### src/rtl/mem_bist_march_if.sv
// ---------------------------------------------------------------------------
// mem_bist_march_if
// Memory-side bus between the March C- BIST controller and the array under
// test (single write port, registered one-cycle-latency read port).
//
// Signals:
//   mem_write_data  WIDTH  write data towards the memory
//   mem_write_addr  ADDR   write address
//   mem_write_en    1      write enable
//   mem_read_addr   ADDR   read address
//   mem_read_data   WIDTH  registered read data from the memory
//
// Modports:
//   master - BIST controller side (drives addresses/data, consumes read data)
//   slave  - memory side
// ---------------------------------------------------------------------------
interface mem_bist_march_if #(
    parameter int WIDTH = 8,
    parameter int ADDR  = 4
);
    logic [WIDTH-1:0] mem_write_data;
    logic [ADDR-1:0]  mem_write_addr;
    logic             mem_write_en;
    logic [ADDR-1:0]  mem_read_addr;
    logic [WIDTH-1:0] mem_read_data;

    modport master (
        output mem_write_data,
        output mem_write_addr,
        output mem_write_en,
        output mem_read_addr,
        input  mem_read_data
    );

    modport slave (
        input  mem_write_data,
        input  mem_write_addr,
        input  mem_write_en,
        input  mem_read_addr,
        output mem_read_data
    );
endinterface

### src/rtl/mem_bist_march.sv
// ---------------------------------------------------------------------------
// mem_bist_march
// March C- built-in self-test controller for a WIDTH x DEPTH array with a
// registered (one-cycle latency) read port.
//
// Sequence: M0 w0 (up), M1 up(r0,w1), M2 up(r1,w0), M3 down(r0,w1),
//           M4 down(r1,w0), M5 r0 (up). 11*DEPTH busy cycles per run.
//
// Ports:
//   clk            rising-edge clock, shared with the memory
//   rst_n          asynchronous active-low reset
//   start          run request, accepted only in IDLE or DONE
//   busy           sequence in progress
//   done           run finished; held until the next accepted start
//   pass           valid while done; 1 = no mismatch seen
//   fail_addr      address of the first mismatch
//   fail_syndrome  read data XOR expected at the first mismatch
//   mem            memory bus (master modport of mem_bist_march_if)
//
// Build option:
//   MEM_BIST_ABORT_ON_FAIL_EN - when defined, the first mismatch ends the
//   run (DONE on the next cycle, no further writes). When undefined the
//   whole sequence always completes and only the first failure is logged.
// ---------------------------------------------------------------------------
module mem_bist_march #(
    parameter int WIDTH = 8,
    parameter int DEPTH = 16,
    parameter int ADDR  = 4
) (
    input  logic              clk,
    input  logic              rst_n,
    input  logic              start,
    output logic              busy,
    output logic              done,
    output logic              pass,
    output logic [ADDR-1:0]   fail_addr,
    output logic [WIDTH-1:0]  fail_syndrome,
    mem_bist_march_if.master  mem
);

    typedef enum logic [2:0] {
        S_IDLE, S_M0, S_M1, S_M2, S_M3, S_M4, S_M5, S_DONE
    } state_t;

    // In M5 the second phase is the compare-only (CMP) cycle.
    typedef enum logic {PH_RD, PH_WR} phase_t;

    typedef struct packed {
        state_t          st;
        phase_t          ph;
        logic [ADDR-1:0] addr;
    } pos_t;

    localparam logic [ADDR-1:0]  A_FIRST = '0;
    localparam logic [ADDR-1:0]  A_LAST  = ADDR'(DEPTH - 1);
    localparam logic [WIDTH-1:0] ZEROS   = '0;
    localparam logic [WIDTH-1:0] ONES    = '1;

    pos_t pos;
    pos_t nxt;
    logic start_ok;
    logic mismatch;
    logic nxt_we;
    logic [ADDR-1:0]  nxt_waddr;
    logic [ADDR-1:0]  nxt_raddr;
    logic [WIDTH-1:0] nxt_wdata;

    function automatic logic descending(input state_t s);
        return (s == S_M3) || (s == S_M4);
    endfunction

    // Value the read phase of an element expects; the write phase stores
    // its complement.
    function automatic logic [WIDTH-1:0] expected(input state_t s);
        return ((s == S_M2) || (s == S_M4)) ? ONES : ZEROS;
    endfunction

    // Position after one cycle of normal sequencing. IDLE and DONE hold.
    function automatic pos_t advance(input pos_t p);
        pos_t n;
        n = p;
        case (p.st)
            S_M0: begin
                if (p.addr == A_LAST) n = '{S_M1, PH_RD, A_FIRST};
                else                  n.addr = p.addr + 1'b1;
            end
            S_M1, S_M2, S_M3, S_M4: begin
                if (p.ph == PH_RD) begin
                    n.ph = PH_WR;
                end else begin
                    n.ph = PH_RD;
                    if (p.addr == (descending(p.st) ? A_FIRST : A_LAST)) begin
                        case (p.st)
                            S_M1:    n = '{S_M2, PH_RD, A_FIRST};
                            S_M2:    n = '{S_M3, PH_RD, A_LAST};
                            S_M3:    n = '{S_M4, PH_RD, A_LAST};
                            default: n = '{S_M5, PH_RD, A_FIRST};
                        endcase
                    end else if (descending(p.st)) begin
                        n.addr = p.addr - 1'b1;
                    end else begin
                        n.addr = p.addr + 1'b1;
                    end
                end
            end
            S_M5: begin
                if (p.ph == PH_RD)        n.ph = PH_WR;
                else if (p.addr == A_LAST) n = '{S_DONE, PH_RD, A_FIRST};
                else                      n = '{S_M5, PH_RD, p.addr + 1'b1};
            end
            default: n = p;
        endcase
        return n;
    endfunction

    // Next position and the memory-side values it implies. Everything here
    // lands in flops below, so start and mem_read_data never reach an
    // output combinationally.
    always_comb begin
        // NOTE: every variable gets a default first so no path leaves it
        // unassigned, which would otherwise infer a latch.
        start_ok  = start && ((pos.st == S_IDLE) || (pos.st == S_DONE));
        mismatch  = (pos.ph == PH_WR) && (pos.st inside {[S_M1:S_M5]}) &&
                    (mem.mem_read_data != expected(pos.st));
        nxt       = advance(pos);
        nxt_we    = 1'b0;
        nxt_waddr = '0;
        nxt_raddr = '0;
        nxt_wdata = '0;

`ifdef MEM_BIST_ABORT_ON_FAIL_EN
        if (mismatch) nxt = '{S_DONE, PH_RD, A_FIRST};
`endif
        if (start_ok) nxt = '{S_M0, PH_RD, A_FIRST};

        if (nxt.st == S_M0) begin
            nxt_we    = 1'b1;
            nxt_waddr = nxt.addr;
        end else if (nxt.st inside {[S_M1:S_M5]}) begin
            // The read address is held through the write/compare phase.
            nxt_raddr = nxt.addr;
            if ((nxt.ph == PH_WR) && (nxt.st != S_M5)) begin
                nxt_we    = 1'b1;
                nxt_waddr = nxt.addr;
                nxt_wdata = ~expected(nxt.st);
            end
        end
    end

    always_ff @(posedge clk or negedge rst_n) begin
        if (!rst_n) begin
            pos                <= '{S_IDLE, PH_RD, A_FIRST};
            busy               <= 1'b0;
            done               <= 1'b0;
            pass               <= 1'b0;
            fail_addr          <= '0;
            fail_syndrome      <= '0;
            mem.mem_write_data <= '0;
            mem.mem_write_addr <= '0;
            mem.mem_write_en   <= 1'b0;
            mem.mem_read_addr  <= '0;
        end else begin
            // NOTE: non-blocking assignments throughout, so every flop
            // samples pre-edge values regardless of statement order.
            pos                <= nxt;
            busy               <= (nxt.st != S_IDLE) && (nxt.st != S_DONE);
            done               <= (nxt.st == S_DONE);
            mem.mem_write_data <= nxt_wdata;
            mem.mem_write_addr <= nxt_waddr;
            mem.mem_write_en   <= nxt_we;
            mem.mem_read_addr  <= nxt_raddr;

            // pass doubles as "nothing captured yet" during a run.
            if (start_ok) begin
                pass          <= 1'b1;
                fail_addr     <= '0;
                fail_syndrome <= '0;
            end else if (mismatch && pass) begin
                pass          <= 1'b0;
                fail_addr     <= pos.addr;
                fail_syndrome <= mem.mem_read_data ^ expected(pos.st);
            end
        end
    end

endmodule

### src/flat_wrapper.sv
// flat-port wrapper written by rule: the top's interface ports become plain ports
module mem_bist_march_flat 
#(
    parameter int WIDTH = 8,
    parameter int DEPTH = 16,
    parameter int ADDR  = 4
)
  (clk, rst_n, start, busy, done, pass, fail_addr, fail_syndrome, mem_mem_write_data, mem_mem_write_addr, mem_mem_write_en, mem_mem_read_addr, mem_mem_read_data);
  mem_bist_march_if #(.WIDTH(WIDTH), .ADDR(ADDR)) mem_i ();
  input  logic clk;
  input  logic rst_n;
  input  logic start;
  output logic busy;
  output logic done;
  output logic pass;
  output logic [ADDR-1:0] fail_addr;
  output logic [WIDTH-1:0] fail_syndrome;
  output wire logic [$bits(mem_i.mem_write_data)-1:0] mem_mem_write_data;
  output wire logic [$bits(mem_i.mem_write_addr)-1:0] mem_mem_write_addr;
  output wire logic [$bits(mem_i.mem_write_en)-1:0] mem_mem_write_en;
  output wire logic [$bits(mem_i.mem_read_addr)-1:0] mem_mem_read_addr;
  input wire logic [$bits(mem_i.mem_read_data)-1:0] mem_mem_read_data;
  assign mem_mem_write_data = mem_i.mem_write_data;
  assign mem_mem_write_addr = mem_i.mem_write_addr;
  assign mem_mem_write_en = mem_i.mem_write_en;
  assign mem_mem_read_addr = mem_i.mem_read_addr;
  assign mem_i.mem_read_data = mem_mem_read_data;
  mem_bist_march #(.WIDTH(WIDTH), .DEPTH(DEPTH), .ADDR(ADDR)) u_core (.clk(clk), .rst_n(rst_n), .start(start), .busy(busy), .done(done), .pass(pass), .fail_addr(fail_addr), .fail_syndrome(fail_syndrome), .mem(mem_i));
endmodule
### config.mk
export PLATFORM = sky130hd
export DESIGN_NAME = mem_bist_march_flat
export DESIGN_NICKNAME = d
export VERILOG_FILES = /design/src/rtl/mem_bist_march_if.sv /design/src/rtl/mem_bist_march.sv /design/src/flat_wrapper.sv
export SDC_FILE = /design/constraint.sdc
export NUM_CORES = 1
export LEC_CHECK = 0
export ABC_CLOCK_PERIOD_IN_PS = 3000
export CAP_MARGIN = 20
export CORE_UTILIZATION = 30
export CTS_CLUSTER_SIZE = 25
export DETAILED_ROUTE_END_ITERATION = 12
export GPL_ROUTABILITY_DRIVEN = 0
export GPL_TIMING_DRIVEN = 1
export PLACE_DENSITY = 0.61
export RECOVER_POWER = 100
export SYNTH_ARGS = -nofsm -noshare
export SYNTH_HDL_FRONTEND = slang
export SYNTH_SLANG_ARGS = --single-unit
### constraint.sdc
create_clock -name clk -period 3 [get_ports clk]
set_clock_uncertainty 0.05 [all_clocks]
set_input_delay 0.6 -clock clk [delete_from_list [all_inputs] [get_ports clk]]
set_output_delay 0.6 -clock clk [all_outputs]
set_load 0.05 [all_outputs]
==> results of run 1 <==
## worst paths after layout
path | start | endpoint | slack (ns) | cells after the start
setup / recovery | u_core.pos[6]$_DFF_PN0_ | u_core.mem.mem_write_addr[3]$_DFF_PN0_ | 0.24 | 8
min in group asynchronous | rst_n | u_core.fail_syndrome[5]$_DFFE_PN0P_ | 1.27 | 2
hold reg to reg | u_core.fail_addr[0]$_DFFE_PN0P_ | u_core.fail_addr[0]$_DFFE_PN0P_ | 0.48 | 2
hold / removal | u_core.fail_addr[0]$_DFFE_PN0P_ | u_core.fail_addr[0]$_DFFE_PN0P_ | 0.48 | 2
max in group asynchronous | rst_n | u_core.fail_syndrome[0]$_DFFE_PN0P_ | 0.59 | 2
setup reg to reg | u_core.pos[6]$_DFF_PN0_ | u_core.mem.mem_write_addr[3]$_DFF_PN0_ | 0.24 | 8
## cell type report
type                            instances  area share (%)
Inverter                               15           2.026
Sequential cell                        33           29.72
Multi-Input combinational cell        166           42.41
Timing Repair Buffer                   51           17.33
Clock inverter                          1           1.081
Clock buffer                            7           3.107
Tap cell                               96           4.322
## metrics by stage
stage | hold slack (ns) | power [mW] | worst slack [ns]
finish | 0.4781 | 2.630 | 0.2374
global route | 0.5243 | 2.803 | 0.04284
CTS | 0.4814 | 2.708 | 0.2655
detailed placement | 0.4659 | 2.268 | 0.1588
global placement | 0.4662 | 2.257 | 0.1781
floorplan | 0.2544 | 1.803 | 0.3769
## cells by family (layout without fill, tap and decap cells)
logic type                 count (synthesis)  count (layout)  synth area share, %
and+or+nand+nor                           82              82                21.06
DFF                                       33              33                37.78
muxes                                     13              13                6.239
buffers and inverters                     34              74                8.128
AOI/OAI and AO/OA                         54              54                18.43
adders and majority gates                  7               7                4.007
xor gates and xnor gates                  10              10                4.351
## metal layers
layer / up-vias / part of all wire, %
li1: 899 / -
met1: 848 / 47
met2: 43 / 48
met3: 4 / 3.4
met4: 0 / 1.3
met5: - / 0
## layout by cell type, fill, tap and decap left out, drive strengths merged, types with 7 or more instances in the layout
cell / synthesis / final
dfrtp: 33 / 33
nand2: 16 / 16
a21oi: 12 / 12
xor2: 9 / 9
o21ai: 8 / 8
buf: 12 / 7
mux2i: 8 / 8
ha: 7 / 7
clkdlybuf4s50: 0 / 9
clkbuf: 7 / 9
nor2: 26 / 26
a211oi: 7 / 7
inv: 15 / 15
dlygate4sd3: 0 / 33
## power by group
group          switching [mW]  leakage (nW)  internal, mW
Clock                   0.158        0.0585         0.271
Sequential              0.119         0.436         0.587
Combinational           0.956         0.747         0.539
Total                    1.23          1.24          1.40
## flip-flops by register name (all words and copies together) (netlist names)
| name | count |
|---|---|
| u_core.fail_addr | 4 |
| u_core.fail_syndrome | 8 |
| u_core.mem.mem_read_addr | 4 |
| u_core.mem.mem_write_data | 1 |
| u_core.busy | 1 |
| u_core.pass | 1 |
| u_core.pos | 8 |
| u_core.done | 1 |
| u_core.mem.mem_write_en | 1 |
| u_core.mem.mem_write_addr | 4 |
## worst reg2reg max path: stages (launching register included)
cell	delay, ns
dfrtp_1	0.39
clkbuf_2	0.22
ha_1	0.34
nor2b_1	0.19
or3_1	0.37
a311oi_1	0.62
nand2_1	0.12
a21o_1	0.25
a21oi_1	0.13
==> impl_metrics.toml, run 1 <==
[route]
route.detailed.drc = 0
drtAntennaViolNets = 0
viasPerCell = 4.862
drtIter0Drc = 106
vias = 1794
post_drt_wl_per_cell_um = 13.77
wirelength_um = 5082
dr.pass1.iters = 4

[layout]
n_antenna_cell = 0
fin_cells = 369
utilization_pct = 40.24
regArea_um2 = 825.8
stdcell_area_mm2 = 0.002779
fillCellCount = 707
areaGrowthSynthToFinish_pct = 27.13
layout.nets = 290
multi_input_area_mm2 = 0.001179
final_layout_size_suffix_gt1_share_pct = 11.72

[logic_synthesis]
synth_edf_count = 0
synth_seq_cells = 33
synth_cell_type_count = 60
async_flop_share_pct = 100.0
synth.net_count = 251
synthTopCellsByArea = "dfrtp_1 (38%), nor2_1 (4.5%), ha_1 (4.0%)"
synth_ff_type = "dfrtp_1"
syn_inst = 233
synth.avg_cell_area_um2 = 9.381
synth_area_leader_cell = "dfrtp_1"
yosysMostFrequentCell = "dfrtp_1"
synth.top_cell.area_share_pct = 37.78
synth_area_mm2 = 0.002186
yosysWarnings = 0
ys_seq_area_share_pct = 37.78
synthTopCellsByCount = "dfrtp_1 (33), nor2_1 (26), inv_1 (15), nand2_1 (15), a21oi_1 (11)"

[floorplanning]
core_area_mm2 = 0.006907
initial_core_util_pct = 31.65
die_w_um = 87.36
die-area_mm2 = 0.007632
die_h_um = 87.36
ios = 43
core.rowCount = 30

[global_routing]
globalRouteMet3Util_pct = 2.085
grt_max_degree = 34
gr-usage-met1_pct = 19.88
track_usage_pct = 14.31
busiest_layer = "met2"
gr-usage-met2_pct = 22.23
grt_overflow = 0
grt_first_pass_wirelength_um = 8418
grt_pass1_vias = 1713
antenna_found_initial = 0

[status]
violations = "capacitance limit, slew limit"
status = "finished, violations left"

[sta]
fin_tns_setup_ns = 0
grt_setup_unrepaired = "no"
drv_slew = 34
relSlewSlack_pct = -18.19
period_share_pct = 92.09
timing_hold_violations_final = 0
fmax_mhz = 362.0
finalSetupViolCount = 0
final.min_clock_period_ns = 2.763
tightest_slew_ns = 1.773

[setup_path]
crit_family = "compound AO/OA/AOI/OAI gates"
crit_required_ns = 3.16
worstPathMaxFanout = 12
crit_path_max_incr_delay_ns = 0.62
critPathArrivalTime_ns = 2.92
critPathCaptureType = "flip-flop"
critPathBufInv = 1
path_cells = "clkbuf_2 -> ha_1 -> nor2b_1 -> or3_1 -> a311oi_1 -> nand2_1 -> a21o_1 -> a21oi_1"
worst-setup-path-type = "flip-flop to flip-flop"
start_kind = "flip-flop"
critical_path.slowest_cell = "a311oi_1"

[clocking]
htreeDepth = 2
root_buffer = "clkbuf_8"
cts_hold_buf = 0
cts_tree = "done"
clockBufferDepth = 2
clock_latency_ns = 0.28
cts.sinks = 33
numCtsBuffers = 5
cts_resized = 0
cts_setup_buffers = 0
clk_pin_slew_ns = 0.07

[pwr]
ir_worst_vdd_mv = 0.3570
leakagePower_nw = 1.241
power.density_mw_per_mm2 = 946.4

[placed_design]
placed_area_mm2 = 0.002673
io_buffers = 42
hpwl_um = 3806
dp.cells = 361

[hold_path]
min_path_type = "flip-flop to flip-flop"

[run]
maxCapViolations = 1
Power figures use the tool's default switching activity.
==> inputs of run 2 (changes only) <==
--- a/config.mk
+++ b/config.mk
@@ -9,3 +9,3 @@
 export CAP_MARGIN = 20
-export CORE_UTILIZATION = 30
+export CORE_UTILIZATION = 52
 export CTS_CLUSTER_SIZE = 25
@@ -14,3 +14,3 @@
 export GPL_TIMING_DRIVEN = 1
-export PLACE_DENSITY = 0.61
+export PLACE_DENSITY = 0.9
 export RECOVER_POWER = 100
--- a/constraint.sdc
+++ b/constraint.sdc
@@ -4,2 +4,2 @@
 set_output_delay 0.6 -clock clk [all_outputs]
-set_load 0.05 [all_outputs]
+set_load 0.02 [all_outputs]
==> impl_metrics.toml, run 2 (same netlist as run 1, synthesis figures left out) <==
[global_routing]
grt_first_pass_wirelength_um = 8204
grt_pass1_vias = 1739
grt_max_degree = 34
antenna_found_initial = 0
track_usage_pct = 25.27
grt_overflow = 0

[status]
status = "finished, violations left"
violations = "capacitance limit, slew limit"

[sta]
drv_slew = 34
timing_hold_violations_final = 0
relSlewSlack_pct = -19.81
fin_tns_setup_ns = 0
period_share_pct = 94.85
finalSetupViolCount = 0
final.min_clock_period_ns = 2.845
holdWs_ns = 0.4739
tightest_slew_ns = 1.797
fmax_mhz = 351.4
grt_setup_unrepaired = "no"

[placed_design]
io_buffers = 42
hpwl_um = 3628

[layout]
final_layout_size_suffix_gt1_share_pct = 11.07
layout.nets = 288
layout_common_cells = "dlygate4sd3_1 (33), dfrtp_1 (33), nor2_1 (26)"
top_regs = "u_core.fail_syndrome x8, u_core.pos x8"
n_antenna_cell = 0
areaGrowthSynthToFinish_pct = 22.27

[route]
drtIter0Drc = 190
vias = 1861
route.detailed.drc = 0
dr.pass1.iters = 4
wirelength_um = 5071
post_drt_wl_per_cell_um = 15.80
drtAntennaViolNets = 0
viasPerCell = 5.798

[clocking]
cts_hold_buf = 0
numCtsBuffers = 5
clk_pin_slew_ns = 0.07
cts_setup_buffers = 0
htreeDepth = 2
root_buffer = "clkbuf_8"
cts.sinks = 33
clock_latency_ns = 0.29
cts_resized = 0
clockBufferDepth = 2
cts_tree = "done"

[setup_path]
crit_required_ns = 3.15
critPathArrivalTime_ns = 3.00
r2r_slack_ns = 0.15
worst-setup-path-type = "flip-flop to flip-flop"
critPathCaptureType = "flip-flop"
start_kind = "flip-flop"
worstPathMaxFanout = 9

[pwr]
power.density_mw_per_mm2 = 852.8
leakagePower_nw = 1.218
p_sw_share_pct = 44.38
p_seq_share_pct = 32.1
clkPwrFrac_pct = 14.2
power_switching_mw = 1.011
p_int_mw = 1.268
combPwrFrac_pct = 53.6
ir_worst_vdd_mv = 0.4415

[floorplanning]
initial_core_util_pct = 54.25
die_w_um = 66.84
die-area_mm2 = 0.004467
die_h_um = 66.84
ios = 43
core.rowCount = 23
core_area_mm2 = 0.004029

[run]
maxCapViolations = 1

[hold_path]
min_path_type = "flip-flop to flip-flop"
==> run 2: cell count changes in the layout (fill, tap and decap cells not counted) <==
cell / delta
buf_4: -2
clkinv_2: +2
a21boi_0: -1
a21boi_1: +1
bufinv_16: -1
clkbuf_8: -1
==> run 2: critical path, stage by stage (launching register included) <==
cell     delay (ns)
dfrtp_1        0.39
inv_1          0.14
ha_1           0.39
or4b_4         0.56
a21bo_1        0.25
o32ai_4        0.41
nand2_1        0.12
a21o_1         0.26
a21oi_1        0.20
==> run 2: path summary, 6_finish.rpt <==
check                                                         end  depth (start not counted)                            start
hold / removal                    u_core.fail_addr[0]$_DFFE_PN0P_                          2  u_core.fail_addr[0]$_DFFE_PN0P_
max in group asynchronous                   u_core.busy$_DFF_PN0_                          2                            rst_n
setup reg to reg           u_core.mem.mem_write_addr[2]$_DFF_PN0_                          8          u_core.pos[6]$_DFF_PN0_
min in group asynchronous     u_core.fail_syndrome[5]$_DFFE_PN0P_                          2                            rst_n
hold reg to reg                   u_core.fail_addr[0]$_DFFE_PN0P_                          2  u_core.fail_addr[0]$_DFFE_PN0P_
setup / recovery           u_core.mem.mem_write_addr[2]$_DFF_PN0_                          8          u_core.pos[6]$_DFF_PN0_
==> run 2: per-layer routing <==
metal | up-vias | track usage [%] | wire [um]
li1 | 894 | - | -
met1 | 887 | 34.60 | 2214
met2 | 68 | 37.63 | 2475
met3 | 12 | 5.137 | 253
met4 | 0 | 12.50 | 127
met5 | - | 0 | 0
==> run 2: layout make-up <==
type	count	area, um^2
Tap cell	50	62.56
Multi-Input combinational cell	166	1179
Clock buffer	6	72.57
Fill cell	325	1356
Inverter	15	56.30
Timing Repair Buffer	49	466.7
Sequential cell	33	825.8
Clock inverter	2	10.01
==> run 2: power groups by stage <==
stage                     clock network (mW)  logic (mW)  registers (mW)
after floorplan                            0       0.768           0.795
after global placement                     0        1.22           0.742
after detailed placement                   0        1.25           0.743
after CTS                              0.327        1.26           0.735
after global routing                   0.349        1.33           0.754
final                                  0.325        1.22           0.733
==> run 2: through the flow <==
stage / power [mW] / setup WS [ns] / std cells / utilization [%] / instance area, um^2
final: 2.279 / 0.1545 / 321 / 66.34 / 2673
after floorplan: 1.563 / 0.3769 / 233 / - / 2186
after global placement: 1.957 / 0.2019 / 313 / 64.53 / 2600
after global routing: 2.433 / 0.03033 / 321 / 66.34 / 2673
after detailed placement: 1.994 / 0.1383 / 313 / 64.53 / 2600
after CTS: 2.326 / 0.1821 / 321 / 66.58 / 2683
